**src/rtl/multi_ch_data_sync_if.sv**
```systemverilog
// Purpose: bundles the per-channel request/data/ack handshake of multi_ch_data_sync.
// Latency: none; this is wiring only.
// Backpressure: sync_ready carries consumer backpressure; ack_out returns to the source.
interface multi_ch_data_sync_if #(
  parameter int NUM_CH = 2,
  parameter int Width  = 8
);
  logic [NUM_CH-1:0]       async_req;
  logic [NUM_CH*Width-1:0] Async_bus;
  logic [NUM_CH-1:0]       sync_ready;
  logic [NUM_CH-1:0]       overrun_clr;
  logic [NUM_CH*Width-1:0] sync_bus;
  logic [NUM_CH-1:0]       sync_valid;
  logic [NUM_CH-1:0]       ack_out;
  logic [NUM_CH-1:0]       overrun;

  // Source/consumer side: drives requests, data, ready and clears.
  modport master (
    output async_req, Async_bus, sync_ready, overrun_clr,
    input  sync_bus, sync_valid, ack_out, overrun
  );

  // Synchroniser side.
  modport slave (
    input  async_req, Async_bus, sync_ready, overrun_clr,
    output sync_bus, sync_valid, ack_out, overrun
  );
endinterface

```
**src/rtl/multi_ch_data_sync.sv**
```systemverilog
// Purpose: per-channel req/ack CDC receiver capturing a quasi-static data word into CLK domain.
// Latency: a req change sampled at edge k is captured with sync_valid=1 at edge k+NUM_Stages.
// Backpressure: word held until sync_ready; events arriving while held are dropped and flag overrun.
module multi_ch_data_sync #(
  parameter int NUM_Stages  = 2,
  parameter int Width       = 8,
  parameter int NUM_CH      = 2,
  parameter int TOGGLE_MODE = 1
) (
  input logic                 CLK,
  input logic                 Reset,
  multi_ch_data_sync_if.slave bus
);

  localparam logic [0:0] IDLE = 1'b0;
  localparam logic [0:0] HOLD = 1'b1;

  logic [NUM_Stages-1:0]   sync_q [NUM_CH];
  logic [NUM_Stages-1:0]   sync_d [NUM_CH];
  logic [NUM_CH-1:0]       edge_q, edge_d;
  logic [NUM_CH-1:0]       state_q, state_d;
  logic [NUM_CH-1:0]       ack_q, ack_d;
  logic [NUM_CH-1:0]       ovr_q, ovr_d;
  logic [NUM_CH*Width-1:0] data_q, data_d;

  logic [NUM_CH-1:0]       evt;
  logic [NUM_CH-1:0]       consume;
  logic [NUM_CH-1:0]       capture;
  logic [NUM_CH-1:0]       drop;

  // Per-channel synchroniser, event detect, IDLE/HOLD FSM, ack and overrun next-state.
  always_comb begin
    edge_d  = edge_q;
    state_d = state_q;
    ack_d   = ack_q;
    ovr_d   = ovr_q & ~bus.overrun_clr;
    data_d  = data_q;
    evt     = '0;
    consume = '0;
    capture = '0;
    drop    = '0;
    for (int c = 0; c < NUM_CH; c++) begin
      sync_d[c] = {sync_q[c][NUM_Stages-2:0], bus.async_req[c]};
      edge_d[c] = sync_q[c][NUM_Stages-1];

      // Toggle mode reacts to either transition; level mode only to the rise.
      if (TOGGLE_MODE != 0) begin
        evt[c] = sync_q[c][NUM_Stages-1] ^ edge_q[c];
      end else begin
        evt[c] = sync_q[c][NUM_Stages-1] & ~edge_q[c];
      end

      consume[c] = (state_q[c] == HOLD) & bus.sync_ready[c];
      capture[c] = evt[c] & ((state_q[c] == IDLE) | bus.sync_ready[c]);
      drop[c]    = evt[c] & (state_q[c] == HOLD) & ~bus.sync_ready[c];

      // A consume and a capture on the same edge keep the channel in HOLD.
      if (capture[c]) begin
        data_d[c*Width +: Width] = bus.Async_bus[c*Width +: Width];
        state_d[c]               = HOLD;
      end else if (consume[c]) begin
        state_d[c] = IDLE;
      end

      // Set beats clear when both land on the same edge.
      if (drop[c]) begin
        ovr_d[c] = 1'b1;
      end

      // Level mode drops ack once the delayed synchronised req is low; a low req
      // while ack is already 0 simply falls through and is ignored.
      if (consume[c]) begin
        ack_d[c] = (TOGGLE_MODE != 0) ? ~ack_q[c] : 1'b1;
      end else if ((TOGGLE_MODE == 0) && ack_q[c] && !edge_q[c]) begin
        ack_d[c] = 1'b0;
      end
    end
  end

  // State registers; reset abandons any held word without acknowledging it.
  always_ff @(posedge CLK) begin
    if (Reset) begin
      for (int c = 0; c < NUM_CH; c++) begin
        sync_q[c] <= '0;
      end
      edge_q  <= '0;
      state_q <= {NUM_CH{IDLE}};
      ack_q   <= '0;
      ovr_q   <= '0;
      data_q  <= '0;
    end else begin
      for (int c = 0; c < NUM_CH; c++) begin
        sync_q[c] <= sync_d[c];
      end
      edge_q  <= edge_d;
      state_q <= state_d;
      ack_q   <= ack_d;
      ovr_q   <= ovr_d;
      data_q  <= data_d;
    end
  end

  assign bus.sync_bus   = data_q;
  assign bus.sync_valid = state_q;
  assign bus.ack_out    = ack_q;
  assign bus.overrun    = ovr_q;

endmodule

```
**src/flat_wrapper.sv**
```systemverilog
// flat-port wrapper written by rule: the top's interface ports become plain ports
module multi_ch_data_sync_flat 
#(
  parameter int NUM_Stages  = 2,
  parameter int Width       = 8,
  parameter int NUM_CH      = 2,
  parameter int TOGGLE_MODE = 1
)
  (CLK, Reset, bus_async_req, bus_Async_bus, bus_sync_ready, bus_overrun_clr, bus_sync_bus, bus_sync_valid, bus_ack_out, bus_overrun);
  multi_ch_data_sync_if #(.NUM_CH(NUM_CH), .Width(Width)) bus_i ();
  input logic CLK;
  input logic Reset;
  input wire logic [$bits(bus_i.async_req)-1:0] bus_async_req;
  input wire logic [$bits(bus_i.Async_bus)-1:0] bus_Async_bus;
  input wire logic [$bits(bus_i.sync_ready)-1:0] bus_sync_ready;
  input wire logic [$bits(bus_i.overrun_clr)-1:0] bus_overrun_clr;
  output wire logic [$bits(bus_i.sync_bus)-1:0] bus_sync_bus;
  output wire logic [$bits(bus_i.sync_valid)-1:0] bus_sync_valid;
  output wire logic [$bits(bus_i.ack_out)-1:0] bus_ack_out;
  output wire logic [$bits(bus_i.overrun)-1:0] bus_overrun;
  assign bus_i.async_req = bus_async_req;
  assign bus_i.Async_bus = bus_Async_bus;
  assign bus_i.sync_ready = bus_sync_ready;
  assign bus_i.overrun_clr = bus_overrun_clr;
  assign bus_sync_bus = bus_i.sync_bus;
  assign bus_sync_valid = bus_i.sync_valid;
  assign bus_ack_out = bus_i.ack_out;
  assign bus_overrun = bus_i.overrun;
  multi_ch_data_sync #(.NUM_Stages(NUM_Stages), .Width(Width), .NUM_CH(NUM_CH), .TOGGLE_MODE(TOGGLE_MODE)) u_core (.CLK(CLK), .Reset(Reset), .bus(bus_i));
endmodule
```
**config.mk**
```make
export PLATFORM = sky130hd
export DESIGN_NAME = multi_ch_data_sync_flat
export DESIGN_NICKNAME = d
export VERILOG_FILES = /design/src/rtl/multi_ch_data_sync_if.sv /design/src/rtl/multi_ch_data_sync.sv /design/src/flat_wrapper.sv
export SDC_FILE = /design/constraint.sdc
export NUM_CORES = 1
export LEC_CHECK = 0
export CORE_MARGIN = 3
export CORE_UTILIZATION = 45
export DETAILED_ROUTE_END_ITERATION = 8
export PLACE_DENSITY = 0.84
export SLEW_MARGIN = 40
export SYNTH_ARGS = -nofsm -noshare
export SYNTH_HDL_FRONTEND = slang
export SYNTH_SLANG_ARGS = --single-unit
```
**constraint.sdc**
```tcl
create_clock -name CLK -period 2.3 [get_ports CLK]
set_clock_uncertainty 0.2 [all_clocks]
set_input_delay 0.46 -clock CLK [delete_from_list [all_inputs] [get_ports CLK]]
set_output_delay 0.46 -clock CLK [all_outputs]
set_load 0.01 [all_outputs]
```
Yosys cells after proc, flatten, opt, wreduce, memory -nomap -nowiden
Memories as Yosys holds them, arrays and structs flattened.
Cells that the tools add are included.
- reductions and logical operators: 2
- muxes and demuxes: 11
- bitwise operators: 22
- operators by type and width (kind ; count):
    two-way mux 1 bit ; 9
    bitwise AND 1 bit ; 8
    NOT 1 bit ; 6
    two-way mux 2 bit ; 2
    bitwise OR 1 bit ; 4
    nonzero test 2 bit ; 2
    bitwise AND 2 bit ; 1
    NOT 2 bit ; 1
    bitwise XOR 1 bit ; 2
- bits in registers: 24
- input bits: 24
- memory bits (writable): 4
- memories kept: 1
- logic and storage cells: 44
- output and inout bits: 22
- memories (name ; depth ; bits a word ; rd ports ; clocked after memory_dff ; wr ports ; RTL line ; RTL):
    u_core.sync_q ; 2 ; 2 ; 2 ; 0 ; 2 ; multi_ch_data_sync.sv:18 ; logic [NUM_Stages-1:0] sync_q [NUM_CH];

Longest topological paths before layout
- depth after elaboration: 4
- gate-level depth with buffers: 4

Worst setup path before layout
OpenSTA, ideal clock, no wires.
- path type: input port to flip-flop
- from: in bus_sync_ready[0]
- to: reg u_core.data_q[0] (netlist: u_core.bus.sync_bus[0])
- data arrival time: 1.013 ns
- path buffers: 1
- cell stages on the path: 4
- library setup time: 0.120 ns
- slack: 0.967 ns
- path through: nand2b_1 -> nor2b_1 -> buf_4 -> mux2i_1
- word-level cells in the longest chain between the ends: 2
- RTL lines (item ; RTL line ; RTL):
    start: declaration ; flat_wrapper.sv:15 ; input wire logic [$bits(bus_i.sync_ready)-1:0] bus_sync_ready;
    bitwise OR 1 bit ; multi_ch_data_sync.sv:54 ; capture[c] = evt[c] & ((state_q[c] == IDLE) | bus.sync_ready[c]);
    bitwise AND 1 bit ; multi_ch_data_sync.sv:54 ;
    end signal: assignment ; multi_ch_data_sync.sv:99 ; data_q <= data_d;
    end: declaration ; multi_ch_data_sync.sv:24 ; logic [NUM_CH*Width-1:0] data_q, data_d;
No other way between the ends.
A chain may end at the register's enable or synchronous reset.

Worst setup path after layout
- from: reg u_core.state_q[1] (netlist: u_core.bus.sync_valid[1])
- to: out bus_sync_valid[1]
- RTL lines (item ; RTL line ; RTL):
    start: declaration ; multi_ch_data_sync.sv:21 ; logic [NUM_CH-1:0] state_q, state_d;
    start signal: assignment ; multi_ch_data_sync.sv:87 ; state_q <= {NUM_CH{IDLE}};
    start signal: assignment ; multi_ch_data_sync.sv:96 ; state_q <= state_d;
    end: declaration ; flat_wrapper.sv:18 ; output wire logic [$bits(bus_i.sync_valid)-1:0] bus_sync_valid;
No word-level cell between the ends.

==> out/metrics.cfg <==
[finish]
final_layout_size_suffix_gt1_share_pct=4.545
nFillCells=172
final_cell_mix=clkdlybuf4s50_1, nand2b_1, dfxtp_1
area_growth_pct=47.69
diodes=0
fin_nets=179
layout_commonest_cell=clkdlybuf4s50_1

[min_path]
min_path_type=reg2reg

[setup_path]
start_kind=flip-flop
cpPeakStageDelay_ns=0.58
slowest_stage=clkdlybuf4s50_1
crit_required_ns=1.64
path_cells=clkdlybuf4s50_1
critPathTopFamily=buffers and inverters
crit_path_end_kind=output pin
path_buf_inv=1
crit_arrival_ns=1.33
worstSetupPathType=reg2out
critPathMaxFanout=4

[timing]
slew_violations=0
setup_slack_ns=0.3118
tightestPinTransition_ns=0.4269
finalCriticalPeriod_ns=1.988
tns_ns=0
rsz0062_at_grt=no
slew_headroom_pct=71.34
hold_violations=0
fmax_mhz=503.0
setup_viol=0
fin_crit_sh_pct=86.44

[clock_network]
cts_buffers=3
cts.clk_slew.worst_paths_ns=0.15
cts_setup_buffers=0
hold_buffers=0
cts_resized=0
root_buffer=clkbuf_4
cts_max_level=1
cts_tree=built
cts.sinks=28
clk_latency_ns=0.31
cts_buffer_depth=2

[global_routing]
grt.overflow.total=0
grt_max_degree=45
grt_usage_pct=15.46
antenna_found_initial=0
grt_pass1_wl_um=3967
grt_pass1_vias=867

[logic_synthesis]
synthAdderAreaFrac_pct=0
synth_seq_area_share_pct=50.39
synth_seq_cells=28
syn_nets=132
yosys.area_share.simple_pct=25.53
avgSynthCellArea_um2=10.30
syn_inst=108
synth.area.mux_share_pct=14.40
synth_cell_types=14
synth_area_mm2=0.001112
synth_xor_xnor_area_share_pct=3.150
yosys_warnings=0
synth_compound_area_share_pct=3.487
synth_top_family_by_area=simple AND/OR/NAND/NOR gates

[floorplan]
start_util_pct=48.87
pin_count=46
die_area_mm2=0.003104
rows=17
die_y_um=55.72
core_mm2=0.002276
die_w_um=55.72

[flow_run]
max_cap_viol_count=0

[power]
power.leakage_uw=0.0005955
ir_drop_uv=595.1
power.density_mw_per_mm2=600.5

[placed_design]
routabilityCongestion=0.7496
pre_cts_ws_ns=0.3710
post-dp-hpwl_um=1733
portBuffers=45

[detailed_routing]
routedWlPerCell_um=12.49
vias_per_cell=4.560
drtAntennaViolNets=0
drcViolationCount=0
wirelength_um=2273
route.vias.total=830
drtPass1Iterations=4
dr.first_iter.drc_count=3

[outcome]
status=finished clean

-- state kept, by name, indices dropped and copies added, names as in the netlist --
signal	flops
u_core.edge_q	2
u_core.sync_q	4
u_core.bus.ack_out	2
u_core.bus.sync_valid	2
u_core.bus.sync_bus	16
u_core.bus.overrun	2
-- cells in the mapped netlist --
master | instances | area (µm²)
nand2b_1 | 34 | 212.7
dfxtp_1 | 28 | 560.5
mux2i_1 | 16 | 160.2
nor2b_1 | 9 | 56.30
clkbuf_1 | 4 | 15.01
inv_1 | 3 | 11.26
a21oi_1 | 2 | 10.01
nand2_1 | 2 | 7.510
nor2_1 | 2 | 7.510
o22ai_1 | 2 | 12.51
xnor2_1 | 2 | 17.52
xor2_1 | 2 | 17.52
a21oi_4 | 1 | 16.27
buf_4 | 1 | 7.510
-- final timing paths --
| path | start | endpoint | slack [ns] | cells past startpoint |
|---|---|---|---|---|
| setup / recovery | u_core.bus.sync_valid[1] | bus_sync_valid[1] | 0.31 | 1 |
| hold / removal | u_core.sync_q[0][2] | u_core.sync_q[0][3] | 0.27 | 1 |
| setup reg to reg | u_core.sync_q[0][3] | u_core.bus.sync_bus[15] | 0.92 | 3 |
| hold reg to reg | u_core.sync_q[0][2] | u_core.sync_q[0][3] | 0.27 | 1 |
-- metrics by stage --
stage / cell area (µm²) / util (%) / hold WS (ns) / power (µW) / std cells
after floorplan: 1112 / - / 0.2138 / 597.7 / 108
after global placement: 1590 / 69.87 / 0.2252 / 680.8 / 178
after detailed placement: 1590 / 69.87 / 0.2464 / 686.0 / 178
after CTS: 1643 / 72.18 / 0.2721 / 993.8 / 182
after global routing: 1643 / 72.18 / 0.2944 / 1030 / 182
final: 1643 / 72.18 / 0.2675 / 986.6 / 182
-- where the power goes --
group / switching (µW) / internal, µW
clock: 137 / 176
sequential: 12.6 / 508
combinational: 55.3 / 98.2
total: 205 / 782
-- routing by layer --
layer  vias to the layer above  wire (µm)  track usage, %
met3                         2        113           3.016
met1                       373        984           18.22
met2                        20       1158           29.22
li1                        435          -               -
met5                         -          0               0
met4                         0         17           2.083
-- layout make-up --
class,instances,area [µm²],share of cell area (%)
multi-input cells,72,518.0,31.53
clock inverters,1,30.03,1.828
flip-flops and latches,28,560.5,34.12
clock buffers,3,22.52,1.371
repair buffers,47,465.4,28.33
well taps,28,35.03,2.133
inverters,3,11.26,0.6855
-- cell families (layout without fill, tap and decap cells) --
logic type / Yosys count / in the layout
AO/OA/AOI/OAI: 5 / 5
XOR/XNOR: 4 / 4
buffers and inverters: 8 / 54
flip-flops: 28 / 28
multiplexers: 16 / 16
AND/OR/NAND/NOR: 47 / 47
-- worst register-to-register path, delay by kind of cell, from the launching register on --
| kind | cells | cell delay, ns |
|---|---|---|
| flip-flops | 1 | 0.34 |
| AO/OA/AOI/OAI | 1 | 0.34 |
| XOR/XNOR | 1 | 0.19 |
| multiplexers | 1 | 0.24 |
(Power assumes the default switching activity.)
